$ cat config.mk
export PLATFORM = sky130hd
export DESIGN_NAME = alu_seq
export DESIGN_NICKNAME = d
export VERILOG_FILES = /design/src/rtl/alu_seq.sv
export SDC_FILE = /design/constraint.sdc
export NUM_CORES = 1
export LEC_CHECK = 0
export BUFFER_PORTS_ARGS = -buffer_cell sky130_fd_sc_hd__buf_4
export CAP_MARGIN = 20
export CORE_UTILIZATION = 30
export DETAILED_ROUTE_END_ITERATION = 10
export GPL_ROUTABILITY_DRIVEN = 0
export MAX_ROUTING_LAYER = met4
export SYNTH_ARGS = -nofsm -noshare
export SYNTH_HDL_FRONTEND = slang
export SYNTH_SLANG_ARGS = --single-unit
$ cat constraint.sdc
create_clock -name clk -period 7 [get_ports clk]
set_clock_uncertainty 0.2 [all_clocks]
set_input_delay 0.7 -clock clk [delete_from_list [all_inputs] [get_ports clk]]
set_output_delay 0.7 -clock clk [all_outputs]
set_load 0.01 [all_outputs]
$ cat src/rtl/alu_seq.sv
// Sequential ALU: 1-cycle ADD/SUB/AND/XOR/OR, multi-cycle SHL/SHR (1 bit/cycle) and shift-add MUL.
// Define ALU_SAT_EN to saturate ADD/SUB on signed overflow; otherwise they wrap.
module alu_seq #(
  parameter int WIDTH = 8
) (
  input  logic             clk,
  input  logic             reset,
  input  logic             start,
  input  logic [2:0]       op,
  input  logic [WIDTH-1:0] a,
  input  logic [WIDTH-1:0] b,
  output logic             busy,
  output logic             done,
  output logic [WIDTH-1:0] result,
  output logic             cout,
  output logic             ovr,
  output logic             zero,
  output logic             neg
);
  localparam int SW = $clog2(WIDTH);
  localparam int M  = WIDTH - 1;

  localparam logic [2:0] OP_ADD = 3'b000;
  localparam logic [2:0] OP_SUB = 3'b001;
  localparam logic [2:0] OP_AND = 3'b010;
  localparam logic [2:0] OP_XOR = 3'b011;
  localparam logic [2:0] OP_OR  = 3'b100;
  localparam logic [2:0] OP_SHL = 3'b101;
  localparam logic [2:0] OP_SHR = 3'b110;
  localparam logic [2:0] OP_MUL = 3'b111;

  typedef enum logic {IDLE, EXEC} state_t;

  state_t           state_q, state_d;
  logic [2:0]       op_q, op_d;
  logic [WIDTH-1:0] opa_q, opa_d, hi_q, hi_d, lo_q, lo_d;
  logic [SW-1:0]    cnt_q, cnt_d;
  logic [WIDTH-1:0] result_q, result_d;
  logic             cout_q, cout_d, ovr_q, ovr_d, zero_q, zero_d, neg_q, neg_d;
  logic             busy_q, busy_d, done_q, done_d;

  logic             fin, ncout, novr, nout;
  logic [WIDTH-1:0] nres, step_lo, step_hi;
  logic [WIDTH:0]   sum, madd;
  logic [SW-1:0]    shamt;

  always_comb begin
    state_d  = state_q;
    op_d     = op_q;
    opa_d    = opa_q;
    hi_d     = hi_q;
    lo_d     = lo_q;
    cnt_d    = cnt_q;
    result_d = result_q;
    cout_d   = cout_q;
    ovr_d    = ovr_q;
    zero_d   = zero_q;
    neg_d    = neg_q;
    busy_d   = busy_q;
    done_d   = 1'b0;
    fin      = 1'b0;
    nres     = '0;
    ncout    = 1'b0;
    novr     = 1'b0;
    nout     = 1'b0;
    step_lo  = lo_q;
    step_hi  = hi_q;
    shamt    = b[SW-1:0];
    // op[0] selects subtract: a + ~b + 1
    sum  = {1'b0, a} + {1'b0, b ^ {WIDTH{op[0]}}} + {{WIDTH{1'b0}}, op[0]};
    madd = {1'b0, hi_q} + ({1'b0, opa_q} & {(WIDTH+1){lo_q[0]}});

    case (state_q)
      IDLE: begin
        if (start) begin
          op_d = op;
          case (op)
            OP_ADD, OP_SUB: begin
              nres  = sum[M:0];
              ncout = sum[WIDTH];
              novr  = (op[0] ? (a[M] != b[M]) : (a[M] == b[M])) && (sum[M] != a[M]);
`ifdef ALU_SAT_EN
              if (novr) nres = a[M] ? {1'b1, {M{1'b0}}} : {1'b0, {M{1'b1}}};
`endif
              fin = 1'b1;
            end
            OP_AND: begin nres = a & b; fin = 1'b1; end
            OP_XOR: begin nres = a ^ b; fin = 1'b1; end
            OP_OR:  begin nres = a | b; fin = 1'b1; end
            OP_SHL, OP_SHR: begin
              if (shamt == '0) begin
                nres = a;
                fin  = 1'b1;
              end else begin
                lo_d    = a;
                cnt_d   = shamt - SW'(1);
                state_d = EXEC;
                busy_d  = 1'b1;
              end
            end
            default: begin
              opa_d   = a;
              hi_d    = '0;
              lo_d    = b;
              cnt_d   = SW'(WIDTH - 1);
              state_d = EXEC;
              busy_d  = 1'b1;
            end
          endcase
        end
      end
      default: begin
        case (op_q)
          OP_SHL: begin step_lo = lo_q << 1; nout = lo_q[M]; end
          OP_SHR: begin step_lo = lo_q >> 1; nout = lo_q[0]; end
          default: begin
            step_hi = madd[WIDTH:1];
            step_lo = {madd[0], lo_q[M:1]};
          end
        endcase
        if (cnt_q == '0) begin
          fin     = 1'b1;
          nres    = step_lo;
          ncout   = nout;
          novr    = (op_q == OP_MUL) && (step_hi != '0);
          state_d = IDLE;
          busy_d  = 1'b0;
        end else begin
          cnt_d = cnt_q - SW'(1);
          lo_d  = step_lo;
          hi_d  = step_hi;
        end
      end
    endcase

    if (fin) begin
      result_d = nres;
      cout_d   = ncout;
      ovr_d    = novr;
      zero_d   = (nres == '0);
      neg_d    = nres[M];
      done_d   = 1'b1;
    end
  end

  always_ff @(posedge clk or posedge reset) begin
    if (reset) begin
      state_q  <= IDLE;
      op_q     <= '0;
      opa_q    <= '0;
      hi_q     <= '0;
      lo_q     <= '0;
      cnt_q    <= '0;
      result_q <= '0;
      cout_q   <= 1'b0;
      ovr_q    <= 1'b0;
      zero_q   <= 1'b0;
      neg_q    <= 1'b0;
      busy_q   <= 1'b0;
      done_q   <= 1'b0;
    end else begin
      state_q  <= state_d;
      op_q     <= op_d;
      opa_q    <= opa_d;
      hi_q     <= hi_d;
      lo_q     <= lo_d;
      cnt_q    <= cnt_d;
      result_q <= result_d;
      cout_q   <= cout_d;
      ovr_q    <= ovr_d;
      zero_q   <= zero_d;
      neg_q    <= neg_d;
      busy_q   <= busy_d;
      done_q   <= done_d;
    end
  end

  assign busy   = busy_q;
  assign done   = done_q;
  assign result = result_q;
  assign cout   = cout_q;
  assign ovr    = ovr_q;
  assign zero   = zero_q;
  assign neg    = neg_q;
endmodule
==> run metrics, run 1 <==
count of cell types in the netlist=64; # resized after CTS=0; Post-CTS Setup Inserts=0; Slew HR=38.2%; Most used DFF post-synth=dfrtp_1; CP top delay family=compound AO/OA/AOI/OAI gates; initial antenna violation count=0; setup TNS=0 ps; die height=112 um; CP bufs+invs=0; hold endpoint=opa_q[3]$_DFFE_PP0P_; clock slew seen by the registers of the worst setup and hold paths=70 ps; min cycle time layout=3020 ps; placed cells=588; HPWL Detailed=7.17 mm; number of CTS-inserted buffers=5; Cell Area, Placed=0.00395 mm^2; Hold Fails Final Rpt=0; syn_nets=489; depth of the worst hold-timing path=2; setup violators final=0; DRC=0; final WL=9.19 mm; WP data required=6970 ps; most frequent cells in the layout=nand2_1 (53), dfrtp_1 (44), o21ai_0 (40); Starting DRT DRC Count=209; design area=0.00410 mm^2; maximum net fanout on the critical path=11; CTS Root Cell=clkbuf_16; outcome=finished clean; LEAKAGE=2.00 nW; Crit-path slowest cell=dfrtp_1; ant diodes=0; Max Fclk=0.331 GHz; Seq/Total Area, Yosys=30.4%; post-synth design cell area=0.00362 mm^2; clk sink count=44; CTS tree=done; vias in the first global route=3,193; Final nets=511; Area growth syn-to-layout=13.3%; CTS max path bufs=2; post-synth top area share=30.4%; RSZ-0062 raised after global routing=no; Post-Syn Instances=430; HP Start=opa_q[3]$_DFFE_PP0P_; crit path from=lo_q[0]$_DFFE_PP0P_; commonest non-fill, non-tap cell in the layout=nand2_1; Clk Latency, worst-skew pair=290 ps; number of synthesized register bits=44; Synth area leader=dfrtp_1; Min-Delay Path Class=flip-flop to flip-flop; Synth area leaders=dfrtp_1 (30%), ha_1 (12%), o21ai_0 (5.5%); crit-path cells=and2_1 -> ha_1 -> fa_1 -> a211oi_1 -> nor3b_1 -> o21ai_0 -> o2111ai_1 -> o22ai_1 -> and3b_1 -> o21ai_1; Final Non-Filler Cells=596; I/O pin count=36; yosys warns=0; critical path data arrival time=2990 ps; Startpoint Class=flip-flop; share of cells above drive strength 1=13.5%; Final Cycle Share=43.1%; Port Buffer Count=35; vias per std cell=5.28; critical path endpoint category=flip-flop; Initial Util=31.3%; max-slew violations=0; ANT nets after route=0; core area=0.0116 mm^2; largest net degree at the start of global routing=45; first-pass GRT wire length=15.8 mm; area of the multi-input gates=0.00230 mm^2; post-synthesis async set-or-reset flop share=100%; reg2reg end=ovr$_DFFE_PP0P_; gr ovfl total=0; filler cell count=1,190; Post-synth EDFFs=0; VDD IR-drop max=0.125 mV; R2R depth=10; Crit Path Class=flip-flop to flip-flop; slowest cell delay on critical path=500 ps; reg2reg start=lo_q[0]$_DFFE_PP0P_; H-tree Lvls=2; MaxCap Viol Count=0; Tot GR Track Use=16.0%; syn_area_per_cell=8.42 um^2; DRT Pass-1 Iters=4; row count=39; Die W=112 um; Via Count=3,144; PD cells=329 mW/mm^2; R2R Setup Slk=3980 ps; Sequential Area=0.00110 mm^2; wire per inst=15.4 um; worst-margin pin slew=925 ps; hold_buf cts=0; Die ar.=0.0125 mm^2
-- final cells by class --
type                       count  area share, %
clock buffer                   5           3.05
tap                          143           4.36
sequential                    44           26.8
clock inverter                 3          0.640
multi-input combinational    336           56.0
timing repair buffer          35           6.40
inverter                      30           2.74
-- how the worst max path moves through the flow --
| stage | end | slack, ps | cells past startpoint |
|---|---|---|---|
| 6_report | ovr$_DFFE_PP0P_ | 3980 | 10 |
| 3_5_place_dp | zero$_DFFE_PP0P_ | 3720 | 11 |
| 4_1_cts | ovr$_DFFE_PP0P_ | 3980 | 10 |
| 2_1_floorplan | zero$_DFFE_PP0P_ | 3740 | 12 |
| 3_3_place_gp | zero$_DFFE_PP0P_ | 3760 | 11 |
| 5_1_grt | ovr$_DFFE_PP0P_ | 3730 | 10 |
-- registers in the layout, indices dropped and copies added, names as in the netlist --
name	count
done	1
cout	1
zero	1
op_q	3
ovr	1
busy	1
cnt_q	3
state_q	1
opa_q	8
result	8
lo_q	8
hi_q	8
-- per-stage QoR --
stage	total power [W]	hold WS (ps)	setup slack [ps]	util [%]
after floorplan	0.000923	242	3740	-
after global placement	0.00110	255	3760	34.2
after detailed placement	0.00112	262	3720	34.2
after CTS	0.00136	277	3980	35.5
after global routing	0.00148	296	3730	35.5
final	0.00135	274	3980	35.5
-- Yosys cell counts (all sizes together) (2+ instances only) --
master  instances
nor3            3
nor2b           5
inv            30
dfrtp          44
mux2i          15
fa              2
a22o            3
nand3          18
a21o            7
or4             3
a31oi           3
nand3b          2
nor2           25
nand2b          3
xor2           12
buf             9
nand4           3
o21a            3
clkbuf         11
and2            9
a21oi          26
xnor2           8
nand2          54
nor3b           6
ha             35
o22ai          14
a211oi          7
or3             3
a32oi           2
or2             2
o21ai          42
-- report_power, final --
group	internal, W	total (W)	switching [W]
registers	0.000366	0.000463	0.0000960
clock network	0.000135	0.000241	0.000105
logic	0.000282	0.000648	0.000366
total	0.000784	0.00135	0.000567
-- kinds of logic (layout without fill, tap and decap cells) --
logic type | after synthesis | count (layout) | synth area share (%)
flops | 44 | 44 | 30.4
compound gates | 120 | 120 | 20.7
mux | 16 | 16 | 4.56
buf+inv | 50 | 73 | 6.15
simple gates | 142 | 142 | 19.8
fa+ha+maj | 38 | 38 | 13.5
xor+xnor | 20 | 20 | 4.84
-- metal layers --
| metal | vias to the layer above | wire length, um | global-route usage (%) |
|---|---|---|---|
| met2 | 76 | 4400 | 27.0 |
| li1 | 1573 | - | - |
| met3 | 9 | 283 | 2.18 |
| met4 | 0 | 68 | 3.06 |
| met1 | 1486 | 4440 | 20.6 |
| met5 | - | 0 | - |
-- worst reg2reg max path, stage by stage, from the launching register on --
cell,delay (ps)
dfrtp_1,500
and2_1,200
ha_1,200
fa_1,420
a211oi_1,340
nor3b_1,140
o21ai_0,240
o2111ai_1,130
o22ai_1,180
and3b_1,250
o21ai_1,100
No activity file was read; power rests on OpenSTA's default activity.
==> run 2: changes to the inputs <==
Settings changed: ABC_AREA set to 1.
Clock period 7 ns to 3.1 ns, I/O delays scaled along.
==> run 2 against run 1 <==
  * Via count grew 14%
  * First-iteration DRC count shrank 1.4%
  * Critical path depth grew 4
  * Critical path type unchanged
  * Largest cell class unchanged
  * Combinational power grew to 2.6 times the previous value
  * Sequential share of layout area shrank 1.3 points
  * Register-to-register slack lost 3500 ps
  * Area after synthesis grew 3.4%
  * Wire length grew 8.5%
  * Count of clock-buffer cells in the layout grew 1
  * Sequential power grew 140%
==> run metrics, run 2 <==
Final nets=635 (+24%); reg2reg end=ovr$_DFFE_PP0P_; HPWL Detailed=8.13 mm (+13%); commonest non-fill, non-tap cell in the layout=nand2_1; Synth area leader=dfrtp_1; clock slew seen by the registers of the worst setup and hold paths=60 ps (about the same); CTS max path bufs=2 (unchanged); R2R depth=14 (+4); Post-Syn Instances=544 (+27%); Slew HR=48.5% (+10 points); Area growth syn-to-layout=15.2%; number of CTS-inserted buffers=5 (unchanged); Die ar.=0.0129 mm^2 (+3.4%); Sw Ratio=44.2% (+2.3 points); setup violators final=0 (unchanged); Initial Util=30.9% (-0.39 points); CTS Root Cell=clkbuf_16; Psw=0.00150 W (+160%); syn_area_per_cell=6.88 um^2 (-18%); post-synth design cell area=0.00374 mm^2 (+3.4%); Port Buffer Count=35 (unchanged); placed cells=736 (+25%); post-synth top area share=29.4% (-1.0 points); Tot GR Track Use=16.5% (+0.42 points); syn_nets=603 (+23%); MaxCap Viol Count=0 (unchanged); filler cell count=1,324 (+11%); Hold Fails Final Rpt=0 (unchanged); max-slew violations=0 (unchanged); gr ovfl total=0 (unchanged); depth of the worst hold-timing path=3 (+1); Final Cycle Share=83.1% (+40 points); min cycle time layout=2570 ps (-444 ps); vias in the first global route=3,490 (+9.3%); Post-CTS Setup Inserts=0 (unchanged); PD cells=785 mW/mm^2 (+140%); share of cells above drive strength 1=12.3% (-1.2 points); clk sink count=44 (unchanged); setup TNS=0 ps (unchanged); largest net degree at the start of global routing=34 (-24%); DRC=0 (unchanged); VDD IR-drop max=0.285 mV (+130%); Reg power frac=32.2% (-2.0 points); ant diodes=0 (unchanged); row count=40 (+2.6%); Most used DFF post-synth=dfrtp_1; I/O pin count=36 (unchanged); final WL=9.97 mm (+8.5%); core area=0.0121 mm^2 (+4.7%); Clk Latency, worst-skew pair=280 ps (about the same); critical path data arrival time=2540 ps (-450 ps); design area=0.00431 mm^2 (+5.2%); Startpoint Class=flip-flop; LEAKAGE=2.32 nW (+16%); Clk pwr share=17.5% (-0.3 points); vias per std cell=4.82 (-8.7%); RSZ-0062 raised after global routing=no; outcome=finished clean; post-synthesis async set-or-reset flop share=100% (unchanged); H-tree Lvls=2 (unchanged); wire per inst=13.4 um (-13%); Min-Delay Path Class=input pin to flip-flop; synth cell count leaders=nand2_1 (177), inv_1 (63), dfrtp_1 (44); Crit Path Class=flip-flop to flip-flop; initial antenna violation count=0 (unchanged); most frequent cells in the layout=nand2_1 (177), inv_1 (62), dfrtp_1 (44); utilization after layout=35.6% (+0.14 points); R2R Setup Slk=530 ps (-3460 ps); Synth area leaders=dfrtp_1 (29%), nand2_1 (18%), ha_1 (12%); Starting DRT DRC Count=206 (-1.4%); count of cell types in the netlist=40 (-38%); Int Pwr=0.00189 W (+140%); number of synthesized register bits=44 (unchanged); HP Start=op[1]; Final Non-Filler Cells=745 (+25%); Comb power frac=50.4% (+2.4 points); Cell Area, Placed=0.00414 mm^2 (+4.8%); Post-synth EDFFs=0 (unchanged); hold endpoint=op_q[1]$_DFFE_PP0P_; first-pass GRT wire length=16.4 mm (+3.6%); DRT Pass-1 Iters=5 (+1); Die W=114 um (+1.7%); Max Fclk=0.388 GHz (+17%); most common cell in the synthesized netlist=nand2_1; yosys warns=0 (unchanged); critical path endpoint category=flip-flop; worst-margin pin slew=769 ps (-156 ps); ANT nets after route=0 (unchanged); maximum net fanout on the critical path=9 (-2); Total Power=0.00339 W (+150%); CTS tree=done; Via Count=3,589 (+14%); die height=114 um (+1.7%); reg2reg start=lo_q[0]$_DFFE_PP0P_; Seq/Total Area, Yosys=29.4% (-1.0 points); WP data required=3060 ps (-3910 ps)
==> run 2: cell types whose count changed in the layout (fill, tap and decap cells not counted), moves of 9 or more <==
cell,previous run,this run
inv_1,28,62
nand3_1,18,41
a21oi_1,25,15
nand2_1,53,177
and2_1,9,0
mux2i_1,14,0
o22ai_1,13,4
nor2_1,25,36
==> run 2: through the flow <==
stage          hold WS [ps]  setup slack (ps)
5_1_grt                 190               353
6_report                145               525
3_5_place_dp           75.5               503
3_3_place_gp           79.9               601
4_1_cts                 145               495
2_1_floorplan           231               835
==> run 2: worst max path at each step <==
| stage | startpoint | end | slack (ps) | depth (start not counted) |
|---|---|---|---|---|
| after floorplan | lo_q[0]$_DFFE_PP0P_ | ovr$_DFFE_PP0P_ | 830 | 15 |
| after global placement | op[0] | zero$_DFFE_PP0P_ | 600 | 13 |
| after detailed placement | lo_q[0]$_DFFE_PP0P_ | ovr$_DFFE_PP0P_ | 500 | 14 |
| after CTS | lo_q[0]$_DFFE_PP0P_ | ovr$_DFFE_PP0P_ | 500 | 14 |
| after global routing | lo_q[0]$_DFFE_PP0P_ | ovr$_DFFE_PP0P_ | 350 | 14 |
| final | lo_q[0]$_DFFE_PP0P_ | ovr$_DFFE_PP0P_ | 530 | 14 |
==> run 2: cell families after synthesis <==
group	after synthesis	synth area share, %
buffers and inverters	81	9.16
DFF	44	29.4
AOI/OAI and AO/OA	82	12.4
and+or+nand+nor	290	33.9
xor gates and xnor gates	10	2.34
adders and majority gates	37	12.8
==> run 2: final cells by class <==
type	count	area, um^2	share of cell area, %
Multi-Input combinational cell	419	2300	53.3
Sequential cell	44	1100	25.5
Timing Repair Buffer	37	280	6.50
Inverter	69	259	6.00
Tap cell	168	210	4.87
Clock buffer	6	129	2.99
Clock inverter	2	35.0	0.812
==> run 2: critical path: stages (launching register included) <==
cell     delay (ps)
dfrtp_1         480
nand2_1         100
inv_1            40
ha_1            210
fa_1            420
nand3_1         160
nand2_1         100
nand2_1          80
nand3_1          60
o21ai_0         120
nand2_1          80
nor2_1          120
nand2_1          60
o21ai_1         130
nand3_1          80
==> run 2: repair_timing <==
action | 4_1_cts | 5_1_grt
hold buffers | 1 | 0
hold endpoints to repair | 11 | 0
gates resized for setup | 0 | 0
==> run 2: power groups by stage <==
stage                     clock (W)  combinational (W)  sequential [W]
after floorplan                   0            0.00126         0.00104
after global placement            0            0.00167         0.00108
after detailed placement          0            0.00170         0.00110
after CTS                  0.000601            0.00171         0.00109
after global routing       0.000627            0.00194         0.00112
final                      0.000592            0.00171         0.00109
==> run 2: per-layer routing <==
layer  part of all wire, %  global-route usage [%]
met1                    45                    20.4
met2                    49                    27.9
met3                   3.9                    1.17
met4                   2.3                    6.67
met5                     0                       -
